**config.mk**
```make
export PLATFORM = sky130hd
export DESIGN_NAME = i2c_sensor_responder
export DESIGN_NICKNAME = d
export VERILOG_FILES = /design/src/rtl/i2c_pkg.sv /design/src/rtl/i2c_line_sync.sv /design/src/rtl/i2c_sensor_responder.sv
export SDC_FILE = /design/constraint.sdc
export NUM_CORES = 1
export LEC_CHECK = 0
export CAP_MARGIN = 10
export CORE_ASPECT_RATIO = 0.8
export CORE_MARGIN = 5
export CORE_UTILIZATION = 51
export DETAILED_ROUTE_END_ITERATION = 10
export PLACE_DENSITY_LB_ADDON = 0.15
export SYNTH_ARGS = -nofsm -noshare
export SYNTH_HDL_FRONTEND = slang
export SYNTH_SLANG_ARGS = --single-unit
```
**constraint.sdc**
```tcl
create_clock -name clk -period 2.3 [get_ports clk]
set_clock_uncertainty 0.1 [all_clocks]
set_input_delay 0.23 -clock clk [delete_from_list [all_inputs] [get_ports clk]]
set_output_delay 0.23 -clock clk [all_outputs]
set_load 0.05 [all_outputs]
```
**src/rtl/i2c_pkg.sv**
```systemverilog
// Shared I2C definitions: responder state encoding and board sensor addresses.
// Used by the sensor responder and the polling master.
package i2c_pkg;

    typedef enum logic [2:0] {
        ST_IDLE,
        ST_ADDR,
        ST_ADDR_ACK,
        ST_TX_BYTE,
        ST_TX_ACK,
        ST_RX_BYTE,
        ST_RX_ACK,
        ST_WAIT_STOP
    } resp_state_t;

    localparam logic [6:0] SOLAR      = 7'h48;
    localparam logic [6:0] GREENHOUSE = 7'h49;
    localparam logic [6:0] AMBIENT    = 7'h4A;
    localparam logic [6:0] GEOTHERMAL = 7'h4B;
    localparam logic [6:0] NORTH      = 7'h44;
    localparam logic [6:0] EAST       = 7'h45;
    localparam logic [6:0] SOUTH      = 7'h46;
    localparam logic [6:0] WEST       = 7'h47;

    function automatic logic [7:0] pick_byte(logic [15:0] v, logic lsb);
        return lsb ? v[7:0] : v[15:8];
    endfunction

endpackage

```
**src/rtl/i2c_line_sync.sv**
```systemverilog
// SCL/SDA synchronizers with SCL edge and START/STOP detection.
// Bus lines idle high, so every flop resets to 1.
module i2c_line_sync #(
    parameter int SYNC_STAGES = 2
) (
    input  logic clk,
    input  logic rst_n,
    input  logic scl_in,
    input  logic sda_in,
    output logic scl,
    output logic sda,
    output logic scl_rise,
    output logic scl_fall,
    output logic start,
    output logic stop
);

    logic [SYNC_STAGES-1:0] scl_sr;
    logic [SYNC_STAGES-1:0] sda_sr;
    logic                   scl_q;
    logic                   sda_q;

    always_ff @(posedge clk or negedge rst_n) begin
        if (!rst_n) begin
            scl_sr <= '1;
            sda_sr <= '1;
            scl_q  <= 1'b1;
            sda_q  <= 1'b1;
        end else begin
            scl_sr <= {scl_sr[SYNC_STAGES-2:0], scl_in};
            sda_sr <= {sda_sr[SYNC_STAGES-2:0], sda_in};
            scl_q  <= scl;
            sda_q  <= sda;
        end
    end

    assign scl      = scl_sr[SYNC_STAGES-1];
    assign sda      = sda_sr[SYNC_STAGES-1];
    assign scl_rise = scl & ~scl_q;
    assign scl_fall = ~scl & scl_q;
    // SDA edges only count as bus events while SCL is steadily high
    assign start    = scl & scl_q & sda_q & ~sda;
    assign stop     = scl & scl_q & ~sda_q & sda;

endmodule

```
**src/rtl/i2c_sensor_responder.sv**
```systemverilog
// I2C target returning a 16-bit register snapshot, MSB byte first.
// Define I2C_RESP_WRITE_EN to accept 2-byte writes on wr_data/wr_valid.
module i2c_sensor_responder
    import i2c_pkg::*;
#(
    parameter logic [6:0] ADDR        = SOLAR,
    parameter int         SYNC_STAGES = 2
) (
    input  logic        clk,
    input  logic        rst_n,
    input  logic        scl_in,
    input  logic        sda_in,
    output logic        sda_out,
    input  logic [15:0] reg_data,
    output logic        rd_strobe,
    output logic [15:0] wr_data,
    output logic        wr_valid,
    output logic        busy
);

    logic scl, sda, scl_rise, scl_fall, start, stop;

    i2c_line_sync #(
        .SYNC_STAGES(SYNC_STAGES)
    ) u_sync (
        .clk     (clk),
        .rst_n   (rst_n),
        .scl_in  (scl_in),
        .sda_in  (sda_in),
        .scl     (scl),
        .sda     (sda),
        .scl_rise(scl_rise),
        .scl_fall(scl_fall),
        .start   (start),
        .stop    (stop)
    );

    resp_state_t state, state_n;
    logic [3:0]  bit_cnt, bit_cnt_n;
    logic [1:0]  byte_cnt, byte_cnt_n;
    logic [7:0]  shreg, shreg_n;
    logic [15:0] snap, snap_n;
    logic        sda_q, sda_n;
    logic        rd_q, rd_n;
    logic [7:0]  rx_byte;
    logic [7:0]  tx_byte;

`ifdef I2C_RESP_WRITE_EN
    logic [7:0]  wr_b0, wr_b0_n;
    logic [15:0] wr_data_q, wr_data_n;
    logic        wr_valid_q, wr_valid_n;
`endif

    assign rx_byte = {shreg[6:0], sda};
    assign tx_byte = pick_byte(snap, byte_cnt[0]);

    always_ff @(posedge clk or negedge rst_n) begin
        if (!rst_n) begin
            state    <= ST_IDLE;
            bit_cnt  <= '0;
            byte_cnt <= '0;
            shreg    <= '0;
            snap     <= '0;
            sda_q    <= 1'b1;
            rd_q     <= 1'b0;
        end else begin
            state    <= state_n;
            bit_cnt  <= bit_cnt_n;
            byte_cnt <= byte_cnt_n;
            shreg    <= shreg_n;
            snap     <= snap_n;
            sda_q    <= sda_n;
            rd_q     <= rd_n;
        end
    end

`ifdef I2C_RESP_WRITE_EN
    always_ff @(posedge clk or negedge rst_n) begin
        if (!rst_n) begin
            wr_b0      <= '0;
            wr_data_q  <= '0;
            wr_valid_q <= 1'b0;
        end else begin
            wr_b0      <= wr_b0_n;
            wr_data_q  <= wr_data_n;
            wr_valid_q <= wr_valid_n;
        end
    end
`endif

    always_comb begin
        state_n    = state;
        bit_cnt_n  = bit_cnt;
        byte_cnt_n = byte_cnt;
        shreg_n    = shreg;
        snap_n     = snap;
        sda_n      = sda_q;
        rd_n       = 1'b0;
`ifdef I2C_RESP_WRITE_EN
        wr_b0_n    = wr_b0;
        wr_data_n  = wr_data_q;
        wr_valid_n = 1'b0;
`endif
        if (start) begin
            state_n    = ST_ADDR;
            bit_cnt_n  = '0;
            byte_cnt_n = '0;
            sda_n      = 1'b1;
        end else if (stop) begin
            state_n = ST_IDLE;
            sda_n   = 1'b1;
        end else begin
            unique case (state)
                ST_IDLE, ST_WAIT_STOP: ;
                ST_ADDR: if (scl_rise) begin
                    shreg_n   = rx_byte;
                    bit_cnt_n = bit_cnt + 4'd1;
                    if (bit_cnt == 4'd7) begin
                        bit_cnt_n = '0;
                        state_n   = ST_WAIT_STOP;
                        if (rx_byte[7:1] == ADDR && rx_byte[0]) begin
                            state_n = ST_ADDR_ACK;
                            snap_n  = reg_data;
                            rd_n    = 1'b1;
                        end
`ifdef I2C_RESP_WRITE_EN
                        if (rx_byte[7:1] == ADDR && !rx_byte[0])
                            state_n = ST_ADDR_ACK;
`endif
                    end
                end
                // ACK runs from the 8th fall; leaving on the 9th rise lets
                // the next state own the 9th fall (first data bit or release)
                ST_ADDR_ACK: begin
                    if (scl_fall)
                        sda_n = 1'b0;
                    else if (scl_rise)
                        state_n = shreg[0] ? ST_TX_BYTE : ST_RX_BYTE;
                end
                ST_TX_BYTE: if (scl_fall) begin
                    if (bit_cnt == 4'd8) begin
                        sda_n   = 1'b1;
                        state_n = ST_TX_ACK;
                    end else begin
                        sda_n     = tx_byte[3'd7 - bit_cnt[2:0]];
                        bit_cnt_n = bit_cnt + 4'd1;
                    end
                end
                ST_TX_ACK: if (scl_rise) begin
                    bit_cnt_n = '0;
                    if (!sda) begin
                        state_n    = ST_TX_BYTE;
                        byte_cnt_n = {1'b0, ~byte_cnt[0]};
                    end else begin
                        state_n = ST_WAIT_STOP;
                    end
                end
`ifdef I2C_RESP_WRITE_EN
                ST_RX_BYTE: begin
                    if (scl_fall)
                        sda_n = 1'b1;
                    if (scl_rise) begin
                        shreg_n   = rx_byte;
                        bit_cnt_n = bit_cnt + 4'd1;
                        if (bit_cnt == 4'd7) begin
                            bit_cnt_n = '0;
                            state_n   = ST_RX_ACK;
                        end
                    end
                end
                ST_RX_ACK: begin
                    if (scl_fall) begin
                        sda_n = byte_cnt[1];
                    end else if (scl_rise) begin
                        if (byte_cnt[1]) begin
                            state_n = ST_WAIT_STOP;
                        end else begin
                            state_n    = ST_RX_BYTE;
                            byte_cnt_n = byte_cnt + 2'd1;
                            if (byte_cnt[0]) begin
                                wr_data_n  = {wr_b0, shreg};
                                wr_valid_n = 1'b1;
                            end else begin
                                wr_b0_n = shreg;
                            end
                        end
                    end
                end
`else
                ST_RX_BYTE, ST_RX_ACK: state_n = ST_WAIT_STOP;
`endif
                default: state_n = ST_IDLE;
            endcase
        end
    end

    assign sda_out   = sda_q;
    assign rd_strobe = rd_q;
    assign busy      = (state != ST_IDLE);

`ifdef I2C_RESP_WRITE_EN
    assign wr_data  = wr_data_q;
    assign wr_valid = wr_valid_q;
`else
    assign wr_data  = '0;
    assign wr_valid = 1'b0;
`endif

endmodule

```
==> results.md <==
* Hold_sp: scl_in
* Top_reg_cell synth: dfrtp_1
* DR iter-0 viols at 147
* Placed cell count at 246
* Post-DP HPWL at 2.801 mm
* Port bufs at 22
* CP delay by family, top: flip-flops
* Die area at 5363 um2
* Tcrit/Tclk final at 88.51%
* Synthesized area at 2036 um2
* Drt total wl at 3.813 mm
* Crit-path cells: ha_1, nand3b_1, nor3_4, buf_4, mux2_2
* Post-synth EDFFs at 0
* ANT cells at 0
* Worst R2R Path Depth at 5
* Height of the die at 66.51 um
* Max Cap Viol at 0
* Worst reg2reg setup slack at 260 ps
* Power per cell area at 942.0 nW/um2
* Critical path startpoint category: flip-flop
* Netlist cell types at 45
* Routed via count at 1399
* Crit path max fanout at 16
* Clock buffer count from CTS at 5
* Post-DR wirelength/cell at 14.95 um
* Clk_lat worst skew at 300 ps
* Hold path endpoint: u_sync.scl_sr[0]
* Final setup viols at 0
* Post-synth top cells: dfrtp_1 (32), buf_4 (18), nand2_1 (14)
* Status: finished, final reports clean
* Synth area leader: dfrtp_1
* Fin util at 61.76%
* Syn Inst Count at 174
* Initial core utilization at 53.17%
* RR Endpoint: snap[0]
* Critical Path Max Stage Delay at 470 ps
* Chip width at 80.64 um
* RSZ-0062 raised after global routing: no
* Sink Count at 39
* Post-route cell area at 2365 um2
* Worst Setup Path Type: flip-flop to flip-flop
* Synth Register Bits at 39
* Post-CTS Setup Bufs at 0
* Post-synthesis sequential area ratio at 48.37%
* Largest net degree at the start of global routing at 40
* Slew at the pin with the worst max-slew slack at 840.8 ps
* CP Depth at 5
* Remaining DRCs at 0
* Vias/cell at 5.486
* Reg-to-Reg Start: bit_cnt[0]
* Max-slew violations at 0
* Critical path arrival at 2120 ps
* Data required, critical path at 2380 ps
* Sum Neg Setup Slack at 0 ps
* Async SR Flop Fraction at 100.0%
* Slew headroom at 43.95%
* Hold_ws at 238.0 ps
* Num ports at 40
* Worst-path clk slew at 80 ps
* Critical-path top delay cell: dfrtp_1
* Mean Syn Cell Area at 11.70 um2
* Routability Congestion at 0.8003
* Hold Crit Depth at 1
* CTS root buf: clkbuf_8
* DP Area at 2231 um2
* Gr ovfl total at 0
* Leak at 1.087 nW
* HP Class: input pin to flip-flop
* Number of global-route vias before repair at 1319
* GRT Util Overall at 16.53%
* Initial antenna violation count at 0
* Crit. End Element: flip-flop
* Buf+Inv Stages, Crit Path at 1
* FMAX at 0.4912 GHz
* Area Overhead vs Synth at 16.16%
* DRT antenna net count at 0
* Final Hold Viols at 0
* Clock Path Buffers at 2
* H-tree Lvls at 2
* Area contributors post-synth: dfrtp_1 (39%), dfstp_2 (9.0%), buf_4 (6.6%), mux2_2 (6.1%), mux2_1 (5.5%)
* Max VDD drop at 0.4189 mV
* Most frequent cell after synthesis: dfrtp_1
* Ys Warns at 0
* Share of the synthesized area in the top cell type at 39.34%
* Global-route wire length before repair at 6.527 mm
* Period minus WS final at 2036 ps
* Nets@finish at 221
* Core Box Area at 3829 um2
* Row cnt at 20
* Share of cells above drive strength 1 at 20.00%
* Initial DRT Pass Iterations at 4
* TritonCTS clock tree: built
* Non-filler cells, final at 255
-- metrics by stage --
step | setup WS [ps] | total power, mW
after CTS | 46.21 | 2.243
final | 264.2 | 2.228
after detailed placement | 296.7 | 1.622
after global routing | 147.9 | 2.372
after global placement | 323.3 | 1.597
after floorplan | 417.8 | 1.474
-- logic make-up after synthesis --
family          share of synthesized area (%)
buf+inv                                 9.711
mux                                     16.53
xor+xnor                               0.4303
compound gates                          9.650
flops                                   48.37
simple gates                            13.40
other cells                            0.1842
fa+ha+maj                               1.721
-- worst reg2reg max path, cell delays in order, from the launching register on --
cell and delay [ps]:
dfrtp_1 470, ha_1 260, nand3b_1 230, nor3_4 240, buf_4 260, mux2_2 370
-- worst max-delay path by stage --
stage / to / slack (ps) / from
after global routing: state[0] / 150 / bit_cnt[0]
after floorplan: snap[10] / 420 / u_sync.scl_sr[1]
final: snap[0] / 260 / bit_cnt[0]
after detailed placement: snap[15] / 300 / bit_cnt[0]
after global placement: state[0] / 320 / bit_cnt[0]
after CTS: busy / 50 / state[2]
-- metal layers --
| layer | wire length, um | vias to the layer above | share of wire [%] | GRT usage [%] |
|---|---|---|---|---|
| met4 | 82 | 0 | 2.2 | 7.806 |
| met3 | 325 | 9 | 8.5 | 5.946 |
| met1 | 1823 | 689 | 48 | 23.58 |
| met2 | 1581 | 59 | 41 | 22.11 |
| li1 | - | 642 | - | - |
| met5 | 0 | - | 0 | 0 |
-- layout by cell type, fill, tap and decap left out, types with 2 or more instances in the layout --
cell type         n
o221ai_1          2
o31ai_1           3
mux2_2           11
clkbuf_8          6
mux4_2            4
nor3b_1           2
buf_4             3
or3_1             2
o21ai_0           9
mux2_1           10
nor2b_1           3
a21oi_1           6
dfstp_2           7
inv_1             7
ha_1              2
conb_1           17
dfrtp_1          32
nand2_1          14
nor2_1            2
nand3b_1          3
clkdlybuf4s50_1  20
nand3_1           7
-- power by group --
part	internal, mW	switching (mW)	leakage (nW)
clock network	0.357	0.248	0.0618
logic	0.290	0.395	0.526
registers	0.791	0.146	0.500
-- registers in the layout, indices dropped and copies added (netlist names) --
name	flops
rd_strobe	1
shreg	7
u_sync.scl_q	1
u_sync.sda_q	1
sda_out	1
u_sync.sda_sr	2
bit_cnt	4
snap	16
byte_cnt	1
state	3
u_sync.scl_sr	2
-- cell type report --
class / instances / area (um2)
clock buffers: 6 / 82.58
inverters: 7 / 26.28
fillers: 311 / 1464
clock inverters: 2 / 38.79
well taps: 55 / 68.82
repair buffers: 26 / 250.2
flip-flops and latches: 39 / 984.7
multi-input cells: 120 / 913.4
-- repair_timing --
| action | in CTS | in global routing |
|---|---|---|
| hold buffers | 1 | 0 |
| endpoints found under the setup margin | 0 | 1 |
| gates resized for setup | 0 | 1 |
| endpoints found under the hold margin | 32 | 0 |
(Power assumes the default switching activity.)
